File: src/rtl/fetch_queue_pkg.sv
// pipeline_defs: shared widths, fetch FSM encodings and the prefetch entry layout.
package pipeline_defs;
    localparam int PC_W        = 32;
    localparam int INSTR_W     = 32;
    localparam int IMEM_ADDR_W = 8;

    typedef enum logic [1:0] {
        IDLE  = 2'd0,
        FETCH = 2'd1,
        FLUSH = 2'd2
    } fetch_state_e;

    typedef struct packed {
        logic [PC_W-1:0]    pc;
        logic [INSTR_W-1:0] instr;
    } fetch_entry_t;
endpackage

File: src/rtl/fetch_queue_if.sv
// fetch_queue_if: instruction-memory port and decode-side valid/ready handshake.
interface fetch_queue_if #(parameter int ADDR_W = pipeline_defs::IMEM_ADDR_W);
    logic                               imem_en;
    logic [ADDR_W-1:0]                  imem_addr;
    logic [pipeline_defs::INSTR_W-1:0]  imem_rdata;
    logic                               out_valid;
    logic                               out_ready;
    logic [pipeline_defs::INSTR_W-1:0]  out_instr;
    logic [pipeline_defs::PC_W-1:0]     out_pc;

    modport master (
        output imem_en, imem_addr, out_valid, out_instr, out_pc,
        input  imem_rdata, out_ready
    );
    modport slave (
        input  imem_en, imem_addr, out_valid, out_instr, out_pc,
        output imem_rdata, out_ready
    );
endinterface

File: src/rtl/fetch_queue_fifo.sv
// fetch_fifo: DEPTH-entry {pc,instr} prefetch FIFO with synchronous clear.
module fetch_fifo
    import pipeline_defs::*;
#(
    parameter int DEPTH = 4
) (
    input  logic                     clock,
    input  logic                     reset_n,
    input  logic                     clear_i,
    input  logic                     push_i,
    input  logic                     pop_i,
    input  fetch_entry_t             data_i,
    output fetch_entry_t             data_o,
    output logic [$clog2(DEPTH):0]   count_o,
    output logic                     full_o,
    output logic                     empty_o
);
    localparam int PTR_W = $clog2(DEPTH);
    localparam int CNT_W = PTR_W + 1;

    fetch_entry_t     mem_q [DEPTH];
    logic [PTR_W-1:0] wr_q, rd_q;
    logic [CNT_W-1:0] count_q;
    logic             wr_en, rd_en;

    assign full_o  = count_q == CNT_W'(DEPTH);
    assign empty_o = count_q == '0;
    assign wr_en   = push_i & (~full_o | pop_i);
    assign rd_en   = pop_i & ~empty_o;
    assign data_o  = mem_q[rd_q];
    assign count_o = count_q;

    always_ff @(posedge clock or negedge reset_n) begin
        if (!reset_n) begin
            for (int i = 0; i < DEPTH; i++) mem_q[i] <= '0;
            wr_q    <= '0;
            rd_q    <= '0;
            count_q <= '0;
        end else if (clear_i) begin
            wr_q    <= '0;
            rd_q    <= '0;
            count_q <= '0;
        end else begin
            if (wr_en) begin
                mem_q[wr_q] <= data_i;
                wr_q        <= wr_q + 1'b1;
            end
            if (rd_en) rd_q <= rd_q + 1'b1;
            count_q <= count_q + CNT_W'(wr_en) - CNT_W'(rd_en);
        end
    end
endmodule

File: src/rtl/fetch_queue.sv
// fetch_queue: PC owner and prefetch front end feeding decode; redirects flush and restart.
// Optional FETCH_STATS_EN adds saturating delivered/flushed counters.
module fetch_queue
    import pipeline_defs::*;
#(
    parameter int              DEPTH    = 4,
    parameter int              ADDR_W   = IMEM_ADDR_W,
    parameter logic [PC_W-1:0] RESET_PC = '0
) (
    input  logic             clock,
    input  logic             reset_n,
    input  logic             redirect_valid,
    input  logic [PC_W-1:0]  redirect_pc,
    fetch_queue_if.master    bus,
    output logic [15:0]      fetch_cnt,
    output logic [15:0]      flush_cnt
);
    localparam int CNT_W = $clog2(DEPTH) + 1;

    fetch_state_e     state_q, state_d;
    logic [PC_W-1:0]  pc_q, pc_d, tag_q;
    logic             inflight_q, issue, pop, full, empty;
    logic [CNT_W-1:0] count, occ;
    fetch_entry_t     head;

    // Credit counts queued plus in-flight; a same-cycle pop is deliberately not credited.
    assign occ   = count + CNT_W'(inflight_q);
    assign issue = (state_q == FETCH) & ~full & (occ < CNT_W'(DEPTH));
    assign pop   = bus.out_valid & bus.out_ready;

    assign bus.imem_en   = issue;
    assign bus.imem_addr = pc_q[ADDR_W-1:0];
    assign bus.out_valid = ~empty & ~redirect_valid;
    assign bus.out_instr = head.instr;
    assign bus.out_pc    = head.pc;

    always_comb begin
        state_d = redirect_valid ? FLUSH : FETCH;
        pc_d    = redirect_valid ? redirect_pc : issue ? pc_q + 1'b1 : pc_q;
    end

    always_ff @(posedge clock or negedge reset_n) begin
        if (!reset_n) begin
            state_q    <= IDLE;
            pc_q       <= RESET_PC;
            tag_q      <= '0;
            inflight_q <= 1'b0;
        end else begin
            state_q    <= state_d;
            pc_q       <= pc_d;
            tag_q      <= issue ? pc_q : tag_q;
            inflight_q <= issue & ~redirect_valid;
        end
    end

    fetch_fifo #(.DEPTH(DEPTH)) u_fifo (
        .clock   (clock),
        .reset_n (reset_n),
        .clear_i (redirect_valid),
        .push_i  (inflight_q & ~redirect_valid),
        .pop_i   (pop),
        .data_i  ({tag_q, bus.imem_rdata}),
        .data_o  (head),
        .count_o (count),
        .full_o  (full),
        .empty_o (empty)
    );

`ifdef FETCH_STATS_EN
    logic [15:0] fetch_cnt_q, fetch_cnt_d, flush_cnt_q, flush_cnt_d;
    logic [16:0] flush_sum;

    assign flush_sum = {1'b0, flush_cnt_q} + 17'(occ);

    always_comb begin
        fetch_cnt_d = (pop && fetch_cnt_q != 16'hFFFF) ? fetch_cnt_q + 1'b1 : fetch_cnt_q;
        flush_cnt_d = !redirect_valid ? flush_cnt_q : flush_sum[16] ? 16'hFFFF : flush_sum[15:0];
    end

    always_ff @(posedge clock or negedge reset_n) begin
        if (!reset_n) begin
            fetch_cnt_q <= '0;
            flush_cnt_q <= '0;
        end else begin
            fetch_cnt_q <= fetch_cnt_d;
            flush_cnt_q <= flush_cnt_d;
        end
    end

    assign fetch_cnt = fetch_cnt_q;
    assign flush_cnt = flush_cnt_q;
`else
    assign fetch_cnt = '0;
    assign flush_cnt = '0;
`endif
endmodule

File: src/flat_wrapper.sv
// flat-port wrapper written by rule: the top's interface ports become plain ports
module fetch_queue_flat import pipeline_defs::*;
#(
    parameter int              DEPTH    = 4,
    parameter int              ADDR_W   = IMEM_ADDR_W,
    parameter logic [PC_W-1:0] RESET_PC = '0
)
  (clock, reset_n, redirect_valid, redirect_pc, fetch_cnt, flush_cnt, bus_imem_en, bus_imem_addr, bus_out_valid, bus_out_instr, bus_out_pc, bus_imem_rdata, bus_out_ready);
  fetch_queue_if #(.ADDR_W(ADDR_W)) bus_i ();
  input  logic clock;
  input  logic reset_n;
  input  logic redirect_valid;
  input  logic [PC_W-1:0] redirect_pc;
  output logic [15:0] fetch_cnt;
  output logic [15:0] flush_cnt;
  output wire logic [$bits(bus_i.imem_en)-1:0] bus_imem_en;
  output wire logic [$bits(bus_i.imem_addr)-1:0] bus_imem_addr;
  output wire logic [$bits(bus_i.out_valid)-1:0] bus_out_valid;
  output wire logic [$bits(bus_i.out_instr)-1:0] bus_out_instr;
  output wire logic [$bits(bus_i.out_pc)-1:0] bus_out_pc;
  input wire logic [$bits(bus_i.imem_rdata)-1:0] bus_imem_rdata;
  input wire logic [$bits(bus_i.out_ready)-1:0] bus_out_ready;
  assign bus_imem_en = bus_i.imem_en;
  assign bus_imem_addr = bus_i.imem_addr;
  assign bus_out_valid = bus_i.out_valid;
  assign bus_out_instr = bus_i.out_instr;
  assign bus_out_pc = bus_i.out_pc;
  assign bus_i.imem_rdata = bus_imem_rdata;
  assign bus_i.out_ready = bus_out_ready;
  fetch_queue #(.DEPTH(DEPTH), .ADDR_W(ADDR_W), .RESET_PC(RESET_PC)) u_core (.clock(clock), .reset_n(reset_n), .redirect_valid(redirect_valid), .redirect_pc(redirect_pc), .bus(bus_i), .fetch_cnt(fetch_cnt), .flush_cnt(flush_cnt));
endmodule
File: config.mk
export PLATFORM = sky130hd
export DESIGN_NAME = fetch_queue_flat
export DESIGN_NICKNAME = d
export VERILOG_FILES = /design/src/rtl/fetch_queue_pkg.sv /design/src/rtl/fetch_queue_if.sv /design/src/rtl/fetch_queue_fifo.sv /design/src/rtl/fetch_queue.sv /design/src/flat_wrapper.sv
export SDC_FILE = /design/constraint.sdc
export NUM_CORES = 1
export LEC_CHECK = 0
export ABC_AREA = 1
export BUFFER_PORTS_ARGS = -buffer_cell sky130_fd_sc_hd__buf_2
export CAP_MARGIN = 0
export CORE_ASPECT_RATIO = 2
export CORE_MARGIN = 1.5
export CORE_UTILIZATION = 35
export DETAILED_ROUTE_END_ITERATION = 6
export PLACE_DENSITY = 0.51
export SLEW_MARGIN = 20
export SYNTH_ARGS = -nofsm -noshare
export SYNTH_HDL_FRONTEND = slang
export SYNTH_SLANG_ARGS = --single-unit
File: constraint.sdc
create_clock -name clock -period 3.03 [get_ports clock]
set_input_delay 0.303 -clock clock [delete_from_list [all_inputs] [get_ports clock]]
set_output_delay 0.303 -clock clock [all_outputs]
set_load 0.01 [all_outputs]
==> summary.md, run 1 <==
| Metric | Value |
|---|---|
| Status | `complete, no violations` |
| CTS HTree Levels | `2` |
| Post-DRT Antenna Nets | `0` |
| CTS tree | `done` |
| Vias per cell | `4.868` |
| Kind of end point of the critical path | `output port` |
| IO Port Bufs | `141` |
| RD Place Congestion | `0.8415` |
| Critical path required time | `2730 ps` |
| Vias in the first global route | `12220` |
| Sequential power share | `0.412` |
| Rows | `109` |
| Min-Delay Path Class | `input port to flip-flop` |
| Peak VDD IR | `0.4148 mV` |
| Chip width | `151.9 um` |
| Count leader, synth | `nand2_1` |
| Root buf cell | `clkbuf_16` |
| Pwr/cell area | `810.2 nW/um2` |
| Initial antenna violation count | `0` |
| Global-route wire length before repair | `67800 um` |
| Int Power | `9212 uW` |
| Largest net degree at the start of global routing | `129` |
| Post-synth top area share | `0.5323` |
| Initial Util | `0.3533` |
| Pleak | `0.008540 uW` |
| Clock buffer depth | `3` |
| Routed WL | `41210 um` |
| Final Cycle Share | `0.8896` |
| Fill cell total of the finished layout | `4640` |
| Max Cap Viol | `0` |
| GR Overflow Total | `0` |
| Worst Path Arrival | `2390 ps` |
| Final setup TNS | `0 ps` |
| EDFF count, synth | `0` |
| Core Area | `43910 um2` |
| # setup viols final | `0` |
| Top_reg_cell synth | `dfrtp_1` |
| Synth Instances | `1871` |
| Post-synthesis mux area share | `0` |
| Final setup skew | `9.158 ps` |
| N_diodes | `0` |
| Hpwl dp | `26410 um` |
| Total number of vias | `12420` |
| # DRC | `0` |
| Final nets | `2051` |
| Synth warnings | `0` |
| Clock buffer count from CTS | `34` |
| Slew HR | `0.4300` |
| Setup bufs post-CTS | `0` |
| Fmax | `0.3710 GHz` |
| Sw Share | `0.3557` |
| Mapped cell area | `15510 um2` |
| Syn avg cell area | `8.292 um2` |
| Io pins | `174` |
| Worst-path clk slew | `60 ps` |
| Synth Area in Compound Gates | `0.1687` |
| Register area share after synthesis | `0.5323` |
| Critical setup path kind | `flip-flop to output port` |
| Largest family of logic cells by synthesized area | `simple AND/OR/NAND/NOR gates` |
| Num Clock Sinks | `330` |
| Final Hold Fails | `0` |
| Die area | `45680 um2` |
| Post_cts resized | `0` |
| Final min period | `2695 ps` |
| Simple-gate share of the synthesized area | `0.1857` |
| RSZ-0062 raised after global routing | `no` |
| Initial drt markers | `805` |
| Switching Power | `5086 uW` |
| DIE HEIGHT | `300.8 um` |
| Post-synth top area cell | `dfrtp_1` |
| Hold_buf cts | `13` |
| Commonest cells in the netlist | `nand2_1 (486), o21ai_0 (357), dfrtp_1 (330), nor2_1 (188), inv_1 (126)` |
| DR WL/cell | `16.15 um` |
| Max-slew violations | `0` |
| Top post-synthesis cells by area | `dfrtp_1 (53%), nand2_1 (12%), o21ai_0 (12%)` |
| Crit-path max FO | `44` |
| Critical Path Start Type | `flip-flop` |
| Clock Latency Late Sink | `520 ps` |
| Logic pwr share | `0.302` |
| Seq cells post-synth | `330` |
| XOR/XNOR Fraction of Synth Area | `0.003952` |
| Async SR Flop Fraction | `1.000` |
| Final Core Density | `0.4018` |
| Synth Area in Adders | `0.006935` |
| Clock Power Share | `0.286` |
| Total track usage | `0.1832` |
| Worst-margin pin slew | `855.0 ps` |
| Synth unique cells | `28` |
| Iteration count of the initial detailed-routing pass | `5` |
| Share of layout cells above drive strength 1 | `0.1192` |
| Synth-to-layout area growth | `13.74%` |
worst paths after layout:
check	startpoint	end	slack (ps)	cells past startpoint
min in group asynchronous	reset_n	u_core.u_fifo.mem_q[97]	430	2
min reg2reg	u_core.u_fifo.mem_q[141]	u_core.u_fifo.mem_q[141]	480	2
max in group asynchronous	reset_n	u_core.pc_q[14]	1730	3
max	u_core.u_fifo.rd_q[0]	bus_out_pc[25]	330	5
min	redirect_pc[1]	u_core.pc_q[1]	30	3
max reg2reg	u_core.u_fifo.count_o[1]	u_core.u_fifo.count_o[2]	490	12
sequential cells by signal, indices dropped and copies added, names as in the netlist:
signal / count
u_core.u_fifo.rd_q: 2
u_core.state_q: 2
u_core.u_fifo.mem_q: 256
u_core.tag_q: 32
u_core.u_fifo.count_o: 3
u_core.inflight_q: 1
u_core.pc_q: 32
u_core.u_fifo.wr_q: 2
cell usage in the layout (no fill, tap or decap), types with 2 or more instances in the layout:
cell type,instances
xnor2_1,3
nand3_2,2
xor2_1,4
conb_1,32
nor2_1,187
o22ai_1,64
buf_12,16
clkbuf_1,12
nor2_2,2
dlygate4sd3_1,13
o21ai_1,81
inv_1,124
dfrtp_1,328
o21ai_0,357
clkbuf_16,37
inv_2,2
buf_4,21
nand2_1,485
ha_1,7
o211ai_1,2
nand3_1,52
nand3_4,4
clkinv_2,3
buf_2,140
clkinvlp_4,4
a21oi_1,2
critical path, cell delays in order (launching register included):
cell     delay (ps)
dfrtp_4         500
inv_4           370
buf_4           380
o21ai_0         120
o22ai_1         300
buf_2           200
power by group through the flow:
stage	Clock [uW]	Sequential, uW	Combinational [uW]
2_1_floorplan	0	5780	2770
4_1_cts	4250	5890	4410
6_report	4090	5890	4310
3_3_place_gp	0	5960	4360
5_1_grt	4390	6010	4930
3_5_place_dp	0	5970	4390
metrics by stage:
step / hold WS [ps] / worst slack (ps) / cell area [um2] / std cells / total power [uW]
after global placement: 419.7 / 537.3 / 16460 / 2481 / 10320
after CTS: 4.192 / 294.8 / 17650 / 2552 / 14550
after detailed placement: 427.1 / 504.8 / 16460 / 2481 / 10350
after floorplan: 7.409 / 832.0 / 15630 / 1902 / 8549
final: 30.83 / 334.6 / 17650 / 2552 / 14300
after global routing: 39.85 / 209.1 / 17650 / 2552 / 15330
metal layers:
metal	routed length, um	vias to the layer above	GRT usage
met5	0	-	0
met3	1675	58	0.02432
met4	1092	0	0.05733
li1	-	6214	-
met2	19460	261	0.3058
met1	18990	5889	0.2468
cell type report:
cell class	instances	area, um2	share of cell area
clock buffers	50	984.7	0.05580
clock inverters	8	75.07	0.004254
inverters	128	483.0	0.02737
multi-input cells	1290	5823	0.3300
flip-flops and latches	330	8263	0.4682
well taps	555	694.4	0.03935
repair buffers	191	1324	0.07501
logic make-up (layout without fill, tap and decap cells):
kind of cell | count (synthesis) | in the layout
adder cells (fa/ha/maj) | 8 | 8
AO/OA/AOI/OAI | 506 | 506
flip-flops | 330 | 330
buffers and inverters | 282 | 377
other | 1 | 32
AND/OR/NAND/NOR | 737 | 737
XOR/XNOR | 7 | 7
(Power assumes the default switching activity.)
==> run 2, diff against run 1 <==
--- a/config.mk
+++ b/config.mk
@@ -6,7 +6,7 @@
 export NUM_CORES = 1
 export LEC_CHECK = 0
 export ABC_AREA = 1
-export BUFFER_PORTS_ARGS = -buffer_cell sky130_fd_sc_hd__buf_2
+export BUFFER_PORTS_ARGS = -buffer_cell sky130_fd_sc_hd__buf_4
 export CAP_MARGIN = 0
 export CORE_ASPECT_RATIO = 2
 export CORE_MARGIN = 1.5
==> run 2 against run 1 <==
  * Clock skew is 18 ps higher
  * Sequential power hardly changed
  * Via count is 0.47% higher
  * Sequential share of layout area is 1.3 points lower
  * Register-to-register slack hardly changed
  * Worst setup slack better by 54 ps
  * Fmax is 2.0% higher
  * Non-clock buffer count is 5 higher
  * Wire length is 0.18% lower
  * First-iteration DRC count is 16% lower
  * Utilization is 1.1 points higher
==> summary.md, run 2 (synthesis gave the netlist of run 1 again) <==
| Metric | Value |
|---|---|
| Largest reg by FF count | `u_core.u_fifo.mem_q` |
| Kind of end point of the critical path | `output port` |
| RSZ-0062 raised after global routing | `no` |
| Iteration count of the initial detailed-routing pass | `6` |
| R2r worst-path depth | `12` |
| Worst path top cell family by delay | `buffers and inverters` |
| CP Cell Sequence | `inv_4 > buf_12 > buf_4 > o21ai_0 > o22ai_1 > buf_4` |
| DP Worst Slack | `517.2 ps` |
| Commonest non-fill, non-tap cell in the layout | `nand2_1` |
| Final Cycle Share | `0.8718` |
| Max-slew violations | `0` |
| CTS HTree Levels | `2` |
| Io pins | `174` |
| RR Startpoint | `u_core.u_fifo.count_o[1]` |
| Final min period | `2642 ps` |
| Global-route wire length before repair | `67590 um` |
| Post_cts resized | `0` |
| Final Hold Fails | `0` |
| Final setup TNS | `0 ps` |
| Worst R2R Setup Slack | `500 ps` |
| Share of layout cells above drive strength 1 | `0.1208` |
| Fmax | `0.3786 GHz` |
| Root buf cell | `clkbuf_16` |
| Pleak | `0.008722 uW` |
| IO Port Bufs | `141` |
| Worst Path Arrival | `2340 ps` |
| Max stage delay on crit path | `500 ps` |
| Setup bufs post-CTS | `0` |
| Min-Delay Path Class | `input port to flip-flop` |
| Status | `complete, no violations` |
| Slew HR | `0.5027` |
| Pwr/cell area | `829.0 nW/um2` |
| Num Clock Sinks | `330` |
| Routed WL | `41140 um` |
| Rows | `109` |
| GR Overflow Total | `0` |
| Int Power | `9888 uW` |
| Vias per cell | `4.877` |
| Clock buffer count from CTS | `34` |
| Hold_buf cts | `22` |
| Switching Power | `5155 uW` |
| Largest registers | `u_core.u_fifo.mem_q: 256 flops, u_core.pc_q: 32 flops, u_core.tag_q: 32 flops` |
| Crit-path max FO | `61` |
| Total number of vias | `12480` |
| # DRC | `0` |
| Hpwl dp | `26530 um` |
| Critical path required time | `2730 ps` |
| RD Place Congestion | `0.8242` |
| Cell mode on critical path | `buf_4` |
| Sequential power share | `0.391` |
| Critical Path Start Type | `flip-flop` |
| DIE HEIGHT | `300.8 um` |
| Clock Power Share | `0.295` |
| Initial antenna violation count | `0` |
| Total track usage | `0.1825` |
| Core Area | `43910 um2` |
| Clock buffer depth | `3` |
| Logic pwr share | `0.314` |
| Worst setup path end | `bus_out_instr[19]` |
| Most frequent cells in the layout | `nand2_1 (485), o21ai_0 (357), dfrtp_1 (328)` |
| # setup viols final | `0` |
| Chip width | `151.9 um` |
| Clock Latency Late Sink | `540 ps` |
| Critical Path Start | `u_core.u_fifo.rd_q[0]` |
| Worst Path Buf+Inv | `4` |
| Largest register FFs | `256` |
| Final nets | `2056` |
| Critical setup path kind | `flip-flop to output port` |
| Worst hold slack | `19.56 ps` |
| Vias in the first global route | `12390` |
| R2r endpoint | `u_core.u_fifo.count_o[2]` |
| Initial drt markers | `675` |
| Worst-margin pin slew | `746.0 ps` |
| Synth-to-layout area growth | `16.97%` |
| DR WL/cell | `16.08 um` |
| Initial Util | `0.3533` |
| Die area | `45680 um2` |
| Final setup skew | `27.04 ps` |
| N_diodes | `0` |
| Worst-path clk slew | `60 ps` |
| Peak VDD IR | `0.5591 mV` |
| Largest net degree at the start of global routing | `73` |
| Final Worst Setup Slack | `388.5 ps` |
| Max Cap Viol | `0` |
| Post-DRT Antenna Nets | `0` |
| Critical path's slowest cell | `dfrtp_4` |
| Sw Share | `0.3427` |
| Levels on crit path | `6` |
| CTS tree | `done` |
run 2: how the worst min path moves through the flow:
stage / start / to / slack, ps / cells past startpoint
finish: redirect_pc[3] / u_core.pc_q[3] / 20 / 3
global route: redirect_pc[3] / u_core.pc_q[3] / 30 / 3
CTS: redirect_pc[3] / u_core.pc_q[3] / 1 / 3
detailed placement: reset_n / u_core.u_fifo.mem_q[43] / 340 / 1
global placement: reset_n / u_core.u_fifo.mem_q[100] / 340 / 1
floorplan: reset_n / u_core.inflight_q / 7 / 0
run 2: metrics by stage:
step	utilization	total power, uW	cells	area, um2
2_1_floorplan	-	8549	1902	15630
3_3_place_gp	0.3815	10720	2477	16750
3_5_place_dp	0.3815	10760	2477	16750
4_1_cts	0.4132	15310	2559	18150
5_1_grt	0.4132	16090	2559	18150
6_report	0.4132	15040	2559	18150
run 2: layer usage:
| layer | global-route usage | vias to the layer above | share of wire |
|---|---|---|---|
| met3 | 0.02360 | 55 | 0.039 |
| met5 | 0 | - | 0 |
| met4 | 0.05502 | 0 | 0.025 |
| met2 | 0.3110 | 268 | 0.48 |
| li1 | - | 6243 | - |
| met1 | 0.2415 | 5915 | 0.46 |
run 2: worst min-delay path, stage by stage:
cell	delay, ps
buf_4	80
nand2_1	40
o211ai_1	80
run 2: final cells by class:
class,instances,area [um2]
Timing Repair Buffer,196,1709
Multi-Input combinational cell,1290,5823
Sequential cell,330,8263
Fill cell,4467,25770
Clock inverter,11,177.7
Inverter,128,483.0
Tap cell,555,694.4
Clock buffer,49,997.2
run 2: power groups by stage:
stage                     sequential [uW]  clock, uW  combinational, uW
after floorplan                      5780          0               2770
after global placement               5950          0               4770
after detailed placement             5960          0               4800
after CTS                            5890       4590               4830
after global routing                 6010       4730               5360
final                                5890       4440               4720
